--- config.mk ---
export PLATFORM = sky130hd
export DESIGN_NAME = bird_motion_ctrl
export DESIGN_NICKNAME = d
export VERILOG_FILES = /design/src/rtl/bird_pkg.sv /design/src/rtl/key_sync_edge.sv /design/src/rtl/bird_motion_ctrl.sv
export SDC_FILE = /design/constraint.sdc
export NUM_CORES = 1
export LEC_CHECK = 0
export BUFFER_PORTS_ARGS = -buffer_cell sky130_fd_sc_hd__buf_4
export CAP_MARGIN = 5
export CORE_UTILIZATION = 60
export DETAILED_ROUTE_END_ITERATION = 8
export GPL_TIMING_DRIVEN = 0
export PLACE_DENSITY_LB_ADDON = 0.2
export SETUP_SLACK_MARGIN = 0.02
export SYNTH_ARGS = -nofsm -noshare
export SYNTH_HDL_FRONTEND = slang
export SYNTH_SLANG_ARGS = --single-unit
--- constraint.sdc ---
create_clock -name clk -period 2.75 [get_ports clk]
set_clock_uncertainty 0.2 [all_clocks]
set_input_delay 0.4125 -clock clk [delete_from_list [all_inputs] [get_ports clk]]
set_output_delay 0.4125 -clock clk [all_outputs]
set_load 0.01 [all_outputs]
--- src/rtl/bird_pkg.sv ---
// Shared types and board defaults for the bird column driver.
package bird_pkg;

  typedef enum logic [1:0] {
    IDLE = 2'd0,
    FLY  = 2'd1,
    DEAD = 2'd2
  } bird_state_t;

  localparam int DEF_ROWS        = 8;
  localparam int DEF_START_ROW   = 4;
  localparam int DEF_FALL_PERIOD = 25_000_000;

  // Width of a row index; never below one bit.
  function automatic int ROW_W(input int rows);
    return (rows > 1) ? $clog2(rows) : 1;
  endfunction

endpackage

--- src/rtl/key_sync_edge.sv ---
// Two-flop synchronizer on an active-low key plus a press (falling-edge) detector.
module key_sync_edge (
  input  logic clk,
  input  logic reset,
  input  logic key_n,
  output logic press
);

  logic sync1_q;
  logic sync2_q;
  logic prev_q;

  // Released key reads as 1 in every stage after reset.
  always_ff @(posedge clk) begin
    if (reset) begin
      sync1_q <= 1'b1;
      sync2_q <= 1'b1;
      prev_q  <= 1'b1;
    end else begin
      sync1_q <= key_n;
      sync2_q <= sync1_q;
      prev_q  <= sync2_q;
    end
  end

  assign press = (~sync2_q) & prev_q;

endmodule

--- src/rtl/bird_motion_ctrl.sv ---
// Flap/gravity pulse generator for the bird column with row tracking and crash detection.
module bird_motion_ctrl
  import bird_pkg::*;
#(
  parameter int ROWS        = DEF_ROWS,
  parameter int START_ROW   = DEF_START_ROW,
  parameter int FALL_PERIOD = DEF_FALL_PERIOD
) (
  input  logic                     clk,
  input  logic                     reset,
  input  logic                     key_n,
  input  logic                     game_over,
  output logic                     button,
  output logic                     fall,
  output logic [ROW_W(ROWS)-1:0]   bird_row,
  output logic                     alive,
  output logic                     crashed
);

  localparam int RW = ROW_W(ROWS);
  localparam int CW = (FALL_PERIOD > 2) ? $clog2(FALL_PERIOD) : 1;

  localparam logic [RW-1:0] ROW_ZERO  = {RW{1'b0}};
  localparam logic [RW-1:0] ROW_ONE   = RW'(1);
  localparam logic [RW-1:0] ROW_TOP   = RW'(ROWS - 1);
  localparam logic [RW-1:0] ROW_START = RW'(START_ROW);
  localparam logic [CW-1:0] CNT_ZERO  = {CW{1'b0}};
  localparam logic [CW-1:0] CNT_ONE   = CW'(1);
  localparam logic [CW-1:0] CNT_LAST  = CW'(FALL_PERIOD - 1);

  bird_state_t   state_q, state_d;
  logic [CW-1:0] cnt_q, cnt_d;
  logic [RW-1:0] row_q, row_d;
  logic          button_q, button_d;
  logic          fall_q, fall_d;
  logic          alive_q, crashed_q;
  logic          press;

  key_sync_edge u_key (
    .clk   (clk),
    .reset (reset),
    .key_n (key_n),
    .press (press)
  );

  always_ff @(posedge clk) begin
    if (reset) begin
      state_q   <= IDLE;
      cnt_q     <= CNT_ZERO;
      row_q     <= ROW_START;
      button_q  <= 1'b0;
      fall_q    <= 1'b0;
      alive_q   <= 1'b0;
      crashed_q <= 1'b0;
    end else begin
      state_q   <= state_d;
      cnt_q     <= cnt_d;
      row_q     <= row_d;
      button_q  <= button_d;
      fall_q    <= fall_d;
      alive_q   <= (state_d == FLY);
      crashed_q <= (state_d == DEAD);
    end
  end

  // Priority in FLY: collision, then press, then gravity terminal count.
  always_comb begin
    state_d  = state_q;
    cnt_d    = cnt_q;
    row_d    = row_q;
    button_d = 1'b0;
    fall_d   = 1'b0;
    case (state_q)
      IDLE: begin
        cnt_d = CNT_ZERO;
        row_d = ROW_START;
        if (press) begin
          state_d = FLY;
        end else begin
          state_d = IDLE;
        end
      end
      FLY: begin
        if (game_over) begin
          state_d = DEAD;
        end else if (press) begin
          cnt_d = CNT_ZERO;
          if (row_q < ROW_TOP) begin
            button_d = 1'b1;
            row_d    = row_q + ROW_ONE;
          end else begin
            row_d = row_q;
          end
        end else if (cnt_q == CNT_LAST) begin
          if (row_q != ROW_ZERO) begin
            fall_d = 1'b1;
            row_d  = row_q - ROW_ONE;
            cnt_d  = CNT_ZERO;
          end else begin
            state_d = DEAD;
          end
        end else begin
          cnt_d = cnt_q + CNT_ONE;
        end
      end
      DEAD: begin
        state_d = DEAD;
      end
      default: begin
        state_d = IDLE;
      end
    endcase
  end

  assign button   = button_q;
  assign fall     = fall_q;
  assign bird_row = row_q;
  assign alive    = alive_q;
  assign crashed  = crashed_q;

endmodule

Word-level counts from Yosys, hierarchy flattened --
Index checks and enable logic that the tools add are counted.
Storage, ports and cells: flip-flop bits (word level) 37, input port bits 4, output and inout bits 7, word-level logic and storage cells 55
Cells by class: add/subtract/negate cells 3, $lt $le $gt $ge 1, equal/unequal tests 10, mux-type cells 19, bitwise logic cells 5, reductions and logical operators 7
Operator list (count):
- $mux 25 | 4
- $pmux 25 s2 | 1
- $add 25x1->25 const B | 1
- $eq 25x25->1 const B | 1
- $mux 3 | 5
- $ne 3x3->1 const B | 3
- $mux 2 | 4
- $pmux 2 s3 | 1
- $pmux 3 s2 | 1
- $reduce_and 5->1 | 1
- $reduce_or 5->1 | 1
- $eq 2x1->1 const B | 2
- $eq 2x2->1 const B | 2
- $ne 4x4->1 const B | 1
- $not 1->1 | 4
- $reduce_or 4->1 | 1
- $add 3x1->3 const B | 1
- $lt 3x3->1 const B | 1
- $mux 1 | 3
- $reduce_and 3->1 | 1
- $reduce_bool 3->1 | 1
- $sub 3x1->3 const B | 1
- $logic_not 2->1 | 1
- $ne 2x2->1 const B | 1
- 2 further kinds | 2

Longest topological paths before layout --
depth in word-level cells 7, mapped depth 8, mapped depth without buffers 7

By module --
A second synthesis with hierarchy kept.
Unflattened totals: cell total of the unflattened synthesis 209, area total of the unflattened synthesis 1799.2 um^2
Modules (own cells, without submodules):
- bird_motion_ctrl | times used 1, cells each 202, area each 1714.1 um^2, seq. area each 680.7 um^2
- key_sync_edge | times used 1, cells each 7, area each 85.1 um^2, seq. area each 60.1 um^2

Worst setup path after synthesis --
Ideal clock, no wire load.
path type reg-to-reg, start reg cnt_q[6], end reg row_q[0] (netlist: bird_row[0]), library setup time 0.123 ns, arrival time 1.913 ns, required time 2.427 ns, slack 0.514 ns, cell stages (with the launch flop) 6, path buffers 0, clock period less this slack 2.236 ns, cells stage by stage dfxtp_1 -> nor4b_4 -> nand4_2 -> or3_4 -> a311oi_4 -> mux2_1
On the way: word-level cells in the longest chain between the ends 3
Ends and longest elaborated chain:
- from (decl) | RTL line bird_motion_ctrl.sv:32 | logic [CW-1:0] cnt_q, cnt_d;
- from (signal assigned) | RTL line bird_motion_ctrl.sv:57 | cnt_q <= cnt_d;
- $eq 25x25->1 | RTL line bird_motion_ctrl.sv:94 | end else if (cnt_q == CNT_LAST) begin
- $ne 3x3->1 (no source line)
- $reduce_and 5->1 (no source line)
- to (signal assigned) | RTL line bird_motion_ctrl.sv:58 | row_q <= row_d;
- to (decl) | RTL line bird_motion_ctrl.sv:33 | logic [RW-1:0] row_q, row_d;
Every way passes these cells. A chain may end at the register's enable or synchronous reset.

Worst setup path after layout --
start reg cnt_q[18], end reg cnt_q[13]
On the way: word-level cells in the longest chain between the ends 5, elaborated cells between the ends (all ways) 7, classes of those cells eq/ne: 2; mux: 4; reduce/logical: 1
Ends and longest elaborated chain:
- $eq 25x25->1 * | RTL line bird_motion_ctrl.sv:94
- $mux 25 | RTL line bird_motion_ctrl.sv:94
- $mux 25 | RTL line bird_motion_ctrl.sv:86 | end else if (press) begin
- $mux 25 | RTL line bird_motion_ctrl.sv:84 | if (game_over) begin
- $pmux 25 s2 | RTL line bird_motion_ctrl.sv:73 | case (state_q)
Every way passes the cells marked *; elsewhere a longest branch is shown, timed or not. The select of a mux whose other input is x is not followed.

==> flow_summary.yaml <==
yosys:
  synth_nets: 234
  avgSynthCellArea_sq_um: 8.74
  synth_top_area_frac: 0.372
  netlist_instances: 228
  synth_area_sq_mm: 0.00199
  async_flop_share: 0
  yosysSeqAreaShare: 0.372
  yosysUniqueCellTypes: 44
  synth_top_area_cell: "dfxtp_1"
  yosys_warnings: 0
  synth-edff-count: 0
  yosys-top-cells-area: "dfxtp_1 37%, nand3_1 4.5%, xnor2_1 4.4%, nor3_1 4.3%, a211oi_1 4.1%"
  ys_ff_latch: 37
  ys.flop_type: "dfxtp_1"
place:
  gp_congestion: 0.840
  port_buffers: 9
  hpwlAfterDp_um: 3340
  place_inst: 281
  pre_cts_slack_ps: 322
layout:
  final_cell_mix: "37 x dfxtp_1, 18 x nand3_1, 17 x nor3_1"
  diodes: 0
  fin_cells: 289
  area_growth_pct: 10.6
  final_common_cell: "dfxtp_1"
  nets: 250
  layout-drive-gt1-share: 0.135
clock_network:
  clock-sinks: 37
  clk_latency_ps: 360
  cts_tree: "done"
  hold_buffers: 0
  clk_pin_slew_worst_paths_ps: 120
  cts-buffers-inserted: 5
  postCtsResizedCells: 0
  root_buffer: "clkbuf_4"
  post-cts-setup-buffers: 0
  htree_num_levels: 2
  cts.path.max_buffers: 2
critical_path:
  cp.arrival_ps: 2460
  cp_max_fo: 10
  r2r_slack_ps: 310
  crit_required_ps: 2780
  start_kind: "flop"
  cpLargestDelayFamily: "simple AND/OR/NAND/NOR gates"
  cp_slowest_cell: "dfxtp_1"
  max_stage_delay_ps: 450
  crit_chain: "and4_1 > nand4_2 > nor4_1 > o21a_1 > clkbuf_1 > a211oi_1"
  crit_path_start: "cnt_q[18]$_SDFFE_PP0P_"
  critPathKind: "flop to flop"
  regToRegStartpoint: "cnt_q[18]$_SDFFE_PP0P_"
  crit_buf_inv: 1
  end_kind: "flop"
die:
  start_util: 0.642
  dieArea_sq_mm: 0.00356
  fp.dieH_um: 59.6
  rows: 20
  die_x_um: 59.6
  coreArea_sq_mm: 0.00310
  ios: 11
grt:
  antenna_found_initial: 0
  grt_pass1_vias: 1671
  gr-total-overflow: 0
  grt_max_degree: 13
  grt_usage: 0.295
  grt_pass1_wl_um: 7710
timing:
  final-hold-violation-count: 0
  timing.fmax_ghz: 0.411
  worstMarginPinSlew_ps: 513
  fin_crit_ps: 2440
  setup-tns-final_ps: 0
  finalMaxSlewViolations: 0
  rsz0062_at_grt: "false"
  fin_crit_sh: 0.886
  relSlewSlack: 0.658
  setup_ws_ps: 314
  setup_viol: 0
pwr:
  vdd.ir_drop.worst_mv: 0.376
  p_leak_uw: 0.000686
  powerDensity_mw_per_mm2: 473
  p_total_uw: 1040
hold_path:
  hold_path.class: "input pin to flop"
  min_from: "key_n"
routing:
  drc: 0
  vias: 1850
  drtPass1Iterations: 4
  ant_nets: 0
  vias_per_cell: 6.40
  drtIter0Drc: 118
  wl_per_cell_um: 16.4
  totalWireLength_um: 4730
run_status:
  status: "finished, final reports clean"
run:
  maxCapViolCount: 0
power by group:
group          switching (uW)  total (uW)  internal (uW)  leakage, uW
combinational            52.5        79.2           26.7     0.000342
sequential               5.34         548            543     0.000299
clock                     200         416            216    0.0000445
total                     258        1040            785     0.000686
per-layer routing:
metal | GRT usage | up-vias | wire length (um)
met3 | 0.0764 | 14 | 276
met4 | 0.130 | 0 | 102
met2 | 0.461 | 62 | 2210
li1 | - | 909 | -
met1 | 0.384 | 865 | 2150
met5 | 0 | - | 0
worst register-to-register path, stage by stage, from the launching register on:
cell,delay [ps]
dfxtp_1,450
and4_1,320
nand4_2,170
nor4_1,320
o21a_1,310
clkbuf_1,440
a211oi_1,100
cell usage after synthesis (2+ instances only):
cell and number:
dfxtp_1 37, nand3_1 18, nor3_1 17, nand2_1 15
o21ai_0 12, a211oi_1 11, xnor2_1 10, clkbuf_1 9
nor4_1 9, nor2_1 8, inv_1 7, o31ai_1 7
nand4_1 6, and3_1 5, and4_1 5, or3_1 5
or4_1 5, a21oi_1 4, nor3b_1 3, or2_2 3
a221oi_1 2, a311oi_1 2, mux2_1 2, nand2b_1 2
nor4b_4 2, o211ai_1 2, o21a_1 2, or3_4 2
kinds of logic (layout without fill, tap and decap cells):
logic type | after synthesis | in the layout | synth area share
adders and majority gates | 2 | 2 | 0.0163
AOI/OAI and AO/OA | 46 | 46 | 0.166
and+or+nand+nor | 109 | 109 | 0.341
DFF | 37 | 37 | 0.372
xor gates and xnor gates | 11 | 11 | 0.0483
buffers and inverters | 20 | 37 | 0.0408
muxes | 3 | 3 | 0.0163
final timing paths:
kind,end,cells after the start
hold / removal,u_key.sync1_q$_SDFF_PP1_,2
setup / recovery,cnt_q[13]$_SDFFE_PP0P_,6
hold reg to reg,u_key.sync2_q$_SDFF_PP1_,1
setup reg to reg,cnt_q[13]$_SDFFE_PP0P_,6
cell type report:
cell class                 instances  area (sq um)
buffer                            12          51.3
fill                             269           898
multi-input combinational        171          1170
timing repair buffer               9          67.6
inverter                           8          30.0
tap                               44          55.1
sequential                        37           741
clock inverter                     2          37.5
clock buffer                       6          51.3
registers in the layout (all words and copies together) (netlist names):
signal and cells:
alive 1, u_key.sync1_q 1, bird_row 3, u_key.prev_q 1
button 1, fall 1, crashed 1, cnt_q 25
state_q 2, u_key.sync2_q 1
stage by stage:
stage	hold WS (ps)	util	cell area (sq um)
floorplan	189	-	1990
global placement	194	0.682	2120
detailed placement	206	0.682	2120
CTS	33.4	0.710	2200
global route	19.3	0.710	2200
finish	34.6	0.710	2200
No activity file was read; power rests on OpenSTA's default activity.
